===== config.mk =====
export PLATFORM = sky130hd
export DESIGN_NAME = consumer_request_queue
export DESIGN_NICKNAME = d
export VERILOG_FILES = /design/src/rtl/saladin_pkg.sv /design/src/rtl/consumer_request_queue.sv
export SDC_FILE = /design/constraint.sdc
export NUM_CORES = 1
export LEC_CHECK = 0
export CAP_MARGIN = 25
export CORE_MARGIN = 10
export CORE_UTILIZATION = 54
export CTS_CLUSTER_DIAMETER = 200
export DETAILED_ROUTE_END_ITERATION = 8
export PLACE_DENSITY = 0.9
export SLEW_MARGIN = 10
export SYNTH_ARGS = -nofsm -noshare
export SYNTH_HDL_FRONTEND = slang
export SYNTH_SLANG_ARGS = --single-unit

===== constraint.sdc =====
create_clock -name clk -period 3.4 [get_ports clk]
set_input_delay 0.85 -clock clk [delete_from_list [all_inputs] [get_ports clk]]
set_output_delay 0.85 -clock clk [all_outputs]
set_load 0.005 [all_outputs]

===== src/rtl/saladin_pkg.sv =====
// Shared scheduler request layout: width helper and out_req field offsets.
// Used by consumer_request_queue and rr_scheduling_kernel.
package saladin_pkg;

  localparam int DEF_ADDR_WIDTH  = 4;
  localparam int DEF_VALUE_WIDTH = 8;

  localparam int VALUE_POS = 0;

  function automatic int req_width(
    input int aw,
    input int vw
  );
    return aw + vw + 2;
  endfunction

  function automatic int addr_pos(
    input int vw
  );
    return vw;
  endfunction

  function automatic int we_pos(
    input int aw,
    input int vw
  );
    return aw + vw;
  endfunction

  function automatic int valid_pos(
    input int aw,
    input int vw
  );
    return aw + vw + 1;
  endfunction

  localparam int ADDR_POS  = DEF_VALUE_WIDTH;
  localparam int WE_POS    = DEF_ADDR_WIDTH + DEF_VALUE_WIDTH;
  localparam int VALID_POS = DEF_ADDR_WIDTH + DEF_VALUE_WIDTH + 1;

endpackage


===== src/rtl/consumer_request_queue.sv =====
// Request FIFO between a consumer and rr_scheduling_kernel.
// Optional empty-queue bypass: define REQ_QUEUE_BYPASS_EN.
module consumer_request_queue
  import saladin_pkg::*;
#(
  parameter  int ADDR_WIDTH  = 4,
  parameter  int VALUE_WIDTH = 8,
  parameter  int DEPTH       = 4,
  localparam int REQ_WIDTH   = req_width(ADDR_WIDTH, VALUE_WIDTH),
  localparam int CW          = $clog2(DEPTH) + 1
) (
  input  logic                   clk,
  input  logic                   reset,
  input  logic                   in_valid,
  output logic                   in_ready,
  input  logic                   in_we,
  input  logic [ADDR_WIDTH-1:0]  in_addr,
  input  logic [VALUE_WIDTH-1:0] in_value,
  output logic [REQ_WIDTH-1:0]   out_req,
  input  logic                   grant,
  output logic [CW-1:0]          count,
  output logic                   full,
  output logic                   empty
);

  localparam int PW = $clog2(DEPTH);
  localparam int EW = ADDR_WIDTH + VALUE_WIDTH + 1;
  localparam int VP = valid_pos(ADDR_WIDTH, VALUE_WIDTH);
  localparam int WP = we_pos(ADDR_WIDTH, VALUE_WIDTH);
  localparam logic [CW-1:0] FULL_CNT = CW'(DEPTH);

  logic [EW-1:0] mem [DEPTH];
  logic [PW-1:0] rd_ptr;
  logic [PW-1:0] wr_ptr;
  logic [CW-1:0] cnt;

  logic [EW-1:0] head;
  logic [EW-1:0] in_entry;
  logic          push;
  logic          pop;
  logic          bypass_show;
  logic          bypass_take;

  assign in_entry = {in_we, in_addr, in_value};
  assign head     = mem[rd_ptr];

  assign full     = (cnt == FULL_CNT);
  assign empty    = (cnt == '0);
  assign in_ready = !full;
  assign count    = cnt;

`ifdef REQ_QUEUE_BYPASS_EN
  assign bypass_show = empty && in_valid;
  assign bypass_take = bypass_show && grant;
`else
  assign bypass_show = 1'b0;
  assign bypass_take = 1'b0;
`endif

  // A bypassed request is consumed straight from the input.
  assign push = in_valid && in_ready && !bypass_take;
  assign pop  = grant && !empty;

  always_comb begin
    out_req = '0;
    unique case (1'b1)
      !empty: begin
        out_req[VP]            = 1'b1;
        out_req[WP:VALUE_POS]  = head;
      end
      bypass_show: begin
        out_req[VP]            = 1'b1;
        out_req[WP:VALUE_POS]  = in_entry;
      end
      default: out_req = '0;
    endcase
  end

  // Storage is not reset; only pointers and count define validity.
  always_ff @(posedge clk) begin
    if (push) begin
      mem[wr_ptr] <= in_entry;
    end
  end

  always_ff @(posedge clk or negedge reset) begin
    if (!reset) begin
      rd_ptr <= '0;
      wr_ptr <= '0;
      cnt    <= '0;
    end else begin
      if (push) begin
        wr_ptr <= wr_ptr + PW'(1);
      end
      if (pop) begin
        rd_ptr <= rd_ptr + PW'(1);
      end
      unique case (1'b1)
        push && !pop: cnt <= cnt + CW'(1);
        pop && !push: cnt <= cnt - CW'(1);
        default:      cnt <= cnt;
      endcase
    end
  end

endmodule


# Yosys cells after proc, flatten, opt, wreduce, memory -nomap -nowiden
# Memories as Yosys holds them, arrays and structs flattened.
# Index checks and enable logic that the tools add are counted.
[totals]
ram_bits = 52
in_bits = 17
mem_bits_ro = 0
memories = 1
latch_bits = 0
word_cells = 23
ff_bits = 7
out_inout_bits = 20
[memory_table]
columns = ["memory", "depth", "width", "read_ports", "rd_clocked_by_memory_dff", "wr", "line", "text"]
rows = [
  ["mem", 4, 13, 1, 0, 1, "consumer_request_queue.sv:32", "logic [EW-1:0] mem [DEPTH];"],
]
[op_classes]
n_mul = 0
eq_ne = 1
bitwise = 0
n_div = 0
shifts = 0
muxes = 4
reduce_logical = 10
n_lt_le_gt_ge = 0
n_addsub = 4
[op_table]
columns = ["cell", "n"]
rows = [
  ["$mux W14", 1],
  ["$pmux W3 S2", 1],
  ["$add A2 B1 Y2 const B", 2],
  ["$logic_and A1 B1 Y1", 4],
  ["$logic_not A1 Y1", 4],
  ["$add A3 B1 Y3 const B", 1],
  ["$eq A3 B3 Y1 const B", 1],
  ["$logic_not A3 Y1", 1],
  ["$sub A3 B1 Y3 const B", 1],
  ["$mux W1", 2],
  ["$reduce_bool A2 Y1", 1],
]

# Logic depth before layout (Yosys ltp)
# Gate-level depths: netlist (run 1).
[logic_depth]
ltp_word = 6
depth_mapped = 11

# Least setup slack after synthesis (run 1)
# OpenSTA, ideal clock, no wires.
[synth_path]
kind = "input-to-reg"
start = "in in_valid"
end = "reg cnt[2] (netlist: count[2])"
slack_ps = 1291
path_buffers = 0
t_arrival_ps = 2029
cell_stages = 8
required_time_ps = 3321
setup_ps = 79
path_cell_list = "nor2b_2 inv_1 ha_1 inv_1 fa_1 xor2_1 nor2_1 xor2_1"
[synth_between]
elab_chain_cells = 4
[synth_lines]
columns = ["element", "line", "text"]
rows = [
  ["start, declared", "consumer_request_queue.sv:14", "input logic in_valid,"],
  ["$logic_and A1 B1 Y1 (*)", "consumer_request_queue.sv:61", "assign push = in_valid && in_ready && !bypass_take;"],
  ["$logic_not A1 Y1", "consumer_request_queue.sv:100", "pop && !push: cnt <= cnt - CW'(1);"],
  ["$logic_and A1 B1 Y1", "consumer_request_queue.sv:100", ""],
  ["$pmux W3 S2 or $reduce_bool A2 Y1 (tied branches)", "n/a", ""],
  ["end signal, assigned", "consumer_request_queue.sv:99", "push && !pop: cnt <= cnt + CW'(1);"],
  ["end signal, assigned", "consumer_request_queue.sv:100", ""],
  ["end signal, assigned", "consumer_request_queue.sv:101", "default: cnt <= cnt;"],
  ["end, declared", "consumer_request_queue.sv:35", "logic [CW-1:0] cnt;"],
]
# Mark *: on every way between the ends. The rest lies on a longest branch, timed or not.
# A chain may end at the register's enable or synchronous reset.

# Worst setup path after layout (run 1)
[layout_path]
start = "reg rd_ptr[0]"
end = "out out_req[8]"
[layout_between]
elab_chain_cells = 2
[layout_lines]
columns = ["element", "line", "text"]
rows = [
  ["start, declared", "consumer_request_queue.sv:33", "logic [PW-1:0] rd_ptr;"],
  ["start signal, assigned", "consumer_request_queue.sv:96", "rd_ptr <= rd_ptr + PW'(1);"],
  ["$mem_v2 Z4 W13", "n/a", ""],
  ["$mux W14", "consumer_request_queue.sv:66", "unique case (1'b1)"],
  ["end, declared", "consumer_request_queue.sv:19", "output logic [REQ_WIDTH-1:0] out_req,"],
]
# No other way between the ends.

==> flow_summary.yaml, run 1 <==
sta:
  min_period_over_period_pct: 89.3
  tightest_slew_ns: 0.716
  fin_ws_ns: 0.364
  fmax_ghz: 0.329
  period_needed_ns: 3.04
  drv_slew: 0
  setup_viol: 0
  setup_tns_ns: 0
  hold_viol: 0
  fin_skew_ns: 0.00812
  relSlewSlack_pct: 52.2
  rsz0062_at_grt: "no"
clock_tree:
  root_buffer: "clkbuf_8"
  ctsResizeCount: 0
  htreeDepth: 3
  cts_buffer_depth: 2
  cts_hold_buf: 0
  tritoncts: "yes"
  clk_pin_slew_ns: 0.06
  postCtsSetupBuffers: 0
  cts_buffers: 9
  insertion_delay_ns: 0.33
  cts_sinks: 59
drt:
  first_iter_violations: 80
  drc: 0
  dr.pass1.iters: 4
  routed_via_density: 5.52
  final_antenna_net_count: 0
  wire_per_inst_um: 19.9
  dr_total_vias: 1226
  wl_um: 4410
synth:
  async_flop_share_pct: 11.9
  ys_seq_elements: 59
  synth_cell_types: 20
  ys_warn_count: 0
  synth_edf_count: 52
  synth_top_cell_area_share_pct: 64.5
  syn_nets: 145
  synth_area_leaders: "edfxtp_1 65%, mux4_2 7.4%, dfrtp_1 7.2%"
  syn_area_um2: 2420
  avgSynthCellArea_um2: 19.8
  synth_ff_type: "edfxtp_1"
  ys_seq_area_share_pct: 71.8
  yosysTopAreaCell: "edfxtp_1"
  syn_inst: 122
floorplan:
  fp.coreArea_um2: 4350
  die-area_um2: 7560
  die_x_um: 86.9
  dieHeight_um: 86.9
  core.rowCount: 24
  num_io_pins: 37
  start_util_pct: 55.6
critical_path:
  worstPathCellList: "buf_4, mux4_1, and2_1, clkdlybuf4s50_1"
  cp_slowest_cell: "mux4_1"
  crit_required_ns: 2.55
  timing_worst_setup_path_type: "reg2out"
  crit_path_max_incr_delay_ns: 0.58
  critPathLaunchType: "flip-flop"
  crit_family: "buffers and inverters"
  path_buf_inv: 2
  r2r_slack_ns: 1.11
  r2r_start: "count[0]$_DFFE_PN0P_"
  endpoint_kind: "output pin"
  arrival_ns: 2.19
  startpoint: "rd_ptr[0]$_DFFE_PN0P_"
  crit_fanout: 13
place:
  io_buffer_count: 36
  gp_congestion: 0.702
  dpl_worst_slack_ns: 0.687
  place_area_um2: 2810
  dp_hpwl_um: 2950
power:
  peakVddDrop_v: 0.000577
  power.leakage_uw: 0.00110
  power_density_nw_per_um2: 911
  p_total_uw: 2770
global_routing:
  grt_pass1_wl_um: 6970
  grt_pass1_vias: 1380
  grt_usage_pct: 12.6
  grt_max_degree: 18
  gr-total-overflow: 0
  antenna_found_initial: 0
run:
  cap_violations: 0
final_layout:
  layout-drive-gt1-share_pct: 14.7
  area_growth_syn_to_layout_pct: 25.6
  diodes: 0
  fillers: 271
  nNetsFinal: 188
  final_area_um2: 3040
hold_path:
  hold_class: "reg2reg"
  min-delay-start: "rd_ptr[0]$_DFFE_PN0P_"
status:
  status: "completed"
cell type report:
| type | count | area [um^2] | area share, % |
|---|---|---|---|
| clock inverter | 6 | 104 | 3.42 |
| sequential | 59 | 1740 | 57.1 |
| inverter | 8 | 30.0 | 0.988 |
| clock buffer | 10 | 128 | 4.20 |
| timing repair buffer | 37 | 368 | 12.1 |
| tap | 52 | 65.1 | 2.14 |
| multi-input combinational | 50 | 609 | 20.0 |
cells in the final DEF (no fill, tap or decap):
cell type,instances
xor2_1,3
clkdlybuf4s50_1,36
nor2b_2,1
ha_1,5
bufinv_16,3
xnor2_1,3
clkinv_2,2
fa_1,1
dfrtp_1,7
mux2i_1,1
edfxtp_1,52
mux2_2,1
mux4_1,5
and2_1,18
buf_4,1
clkbuf_1,1
nor2_1,1
clkinv_1,1
mux4_2,8
clkbuf_8,9
inv_1,8
or3_1,1
nand3_1,2
synthesized netlist by cell type, drive strengths merged (2+ instances only):
cell	n
mux4	13
xnor2	3
dfrtp	7
edfxtp	52
buf	3
nand3	2
xor2	3
clkbuf	2
inv	8
and2	18
ha	5
per-layer routing:
metal  part of all wire [%]  wire [um]  global-route usage (%)
met1                     37       1630                    13.0
met5                      0          0                       0
met4                    1.1         48                    7.07
met3                    7.0        308                    4.87
met2                     55       2430                    21.3
state kept, by name (all words and copies together), names as in the netlist:
register / cells
wr_ptr: 2
mem: 52
count: 3
rd_ptr: 2
through the flow:
| stage | util (%) | std cells | hold slack (ns) |
|---|---|---|---|
| floorplan | - | 122 | 0.496 |
| global placement | 64.5 | 206 | 0.476 |
| detailed placement | 64.5 | 206 | 0.490 |
| CTS | 69.8 | 222 | 0.498 |
| global route | 69.8 | 222 | 0.516 |
| finish | 69.8 | 222 | 0.494 |
worst paths after layout:
check,cells past startpoint,endpoint
worst max-delay path,4,out_req[8]
worst min-delay path,1,rd_ptr[0]$_DFFE_PN0P_
worst max register to register,6,count[1]$_DFFE_PN0P_
worst min register to register,1,rd_ptr[0]$_DFFE_PN0P_
max in group asynchronous,1,count[1]$_DFFE_PN0P_
min in group asynchronous,1,wr_ptr[0]$_DFFE_PN0P_
worst reg2reg max path, stage by stage (launching register included):
cell and delay, ns:
dfrtp_1 0.41, or3_1 0.65, and2_1 0.31, ha_1 0.21, inv_1 0.07, fa_1 0.41
mux2i_1 0.15
report_power, final:
group / switching, uW / internal, uW
clock network: 256 / 482
logic: 385 / 578
registers: 93.2 / 975
cell families (layout without fill, tap and decap cells):
logic type / after synthesis / in the layout / share of synthesized area [%]
AND/OR/NAND/NOR: 23 / 23 / 5.84
buffers and inverters: 13 / 61 / 3.05
adder cells (fa/ha/maj): 6 / 6 / 3.41
multiplexers: 15 / 15 / 13.8
XOR/XNOR: 6 / 6 / 2.17
flip-flops: 59 / 59 / 71.8
Note: power is estimated with default switching activity, not from simulation.
==> run 2: changes to the inputs <==
Settings changed: SKIP_CTS_REPAIR_TIMING set to 1.
==> results of run 2 <==
Same layout as run 1: the final DEF is identical, and so are final timing and power.
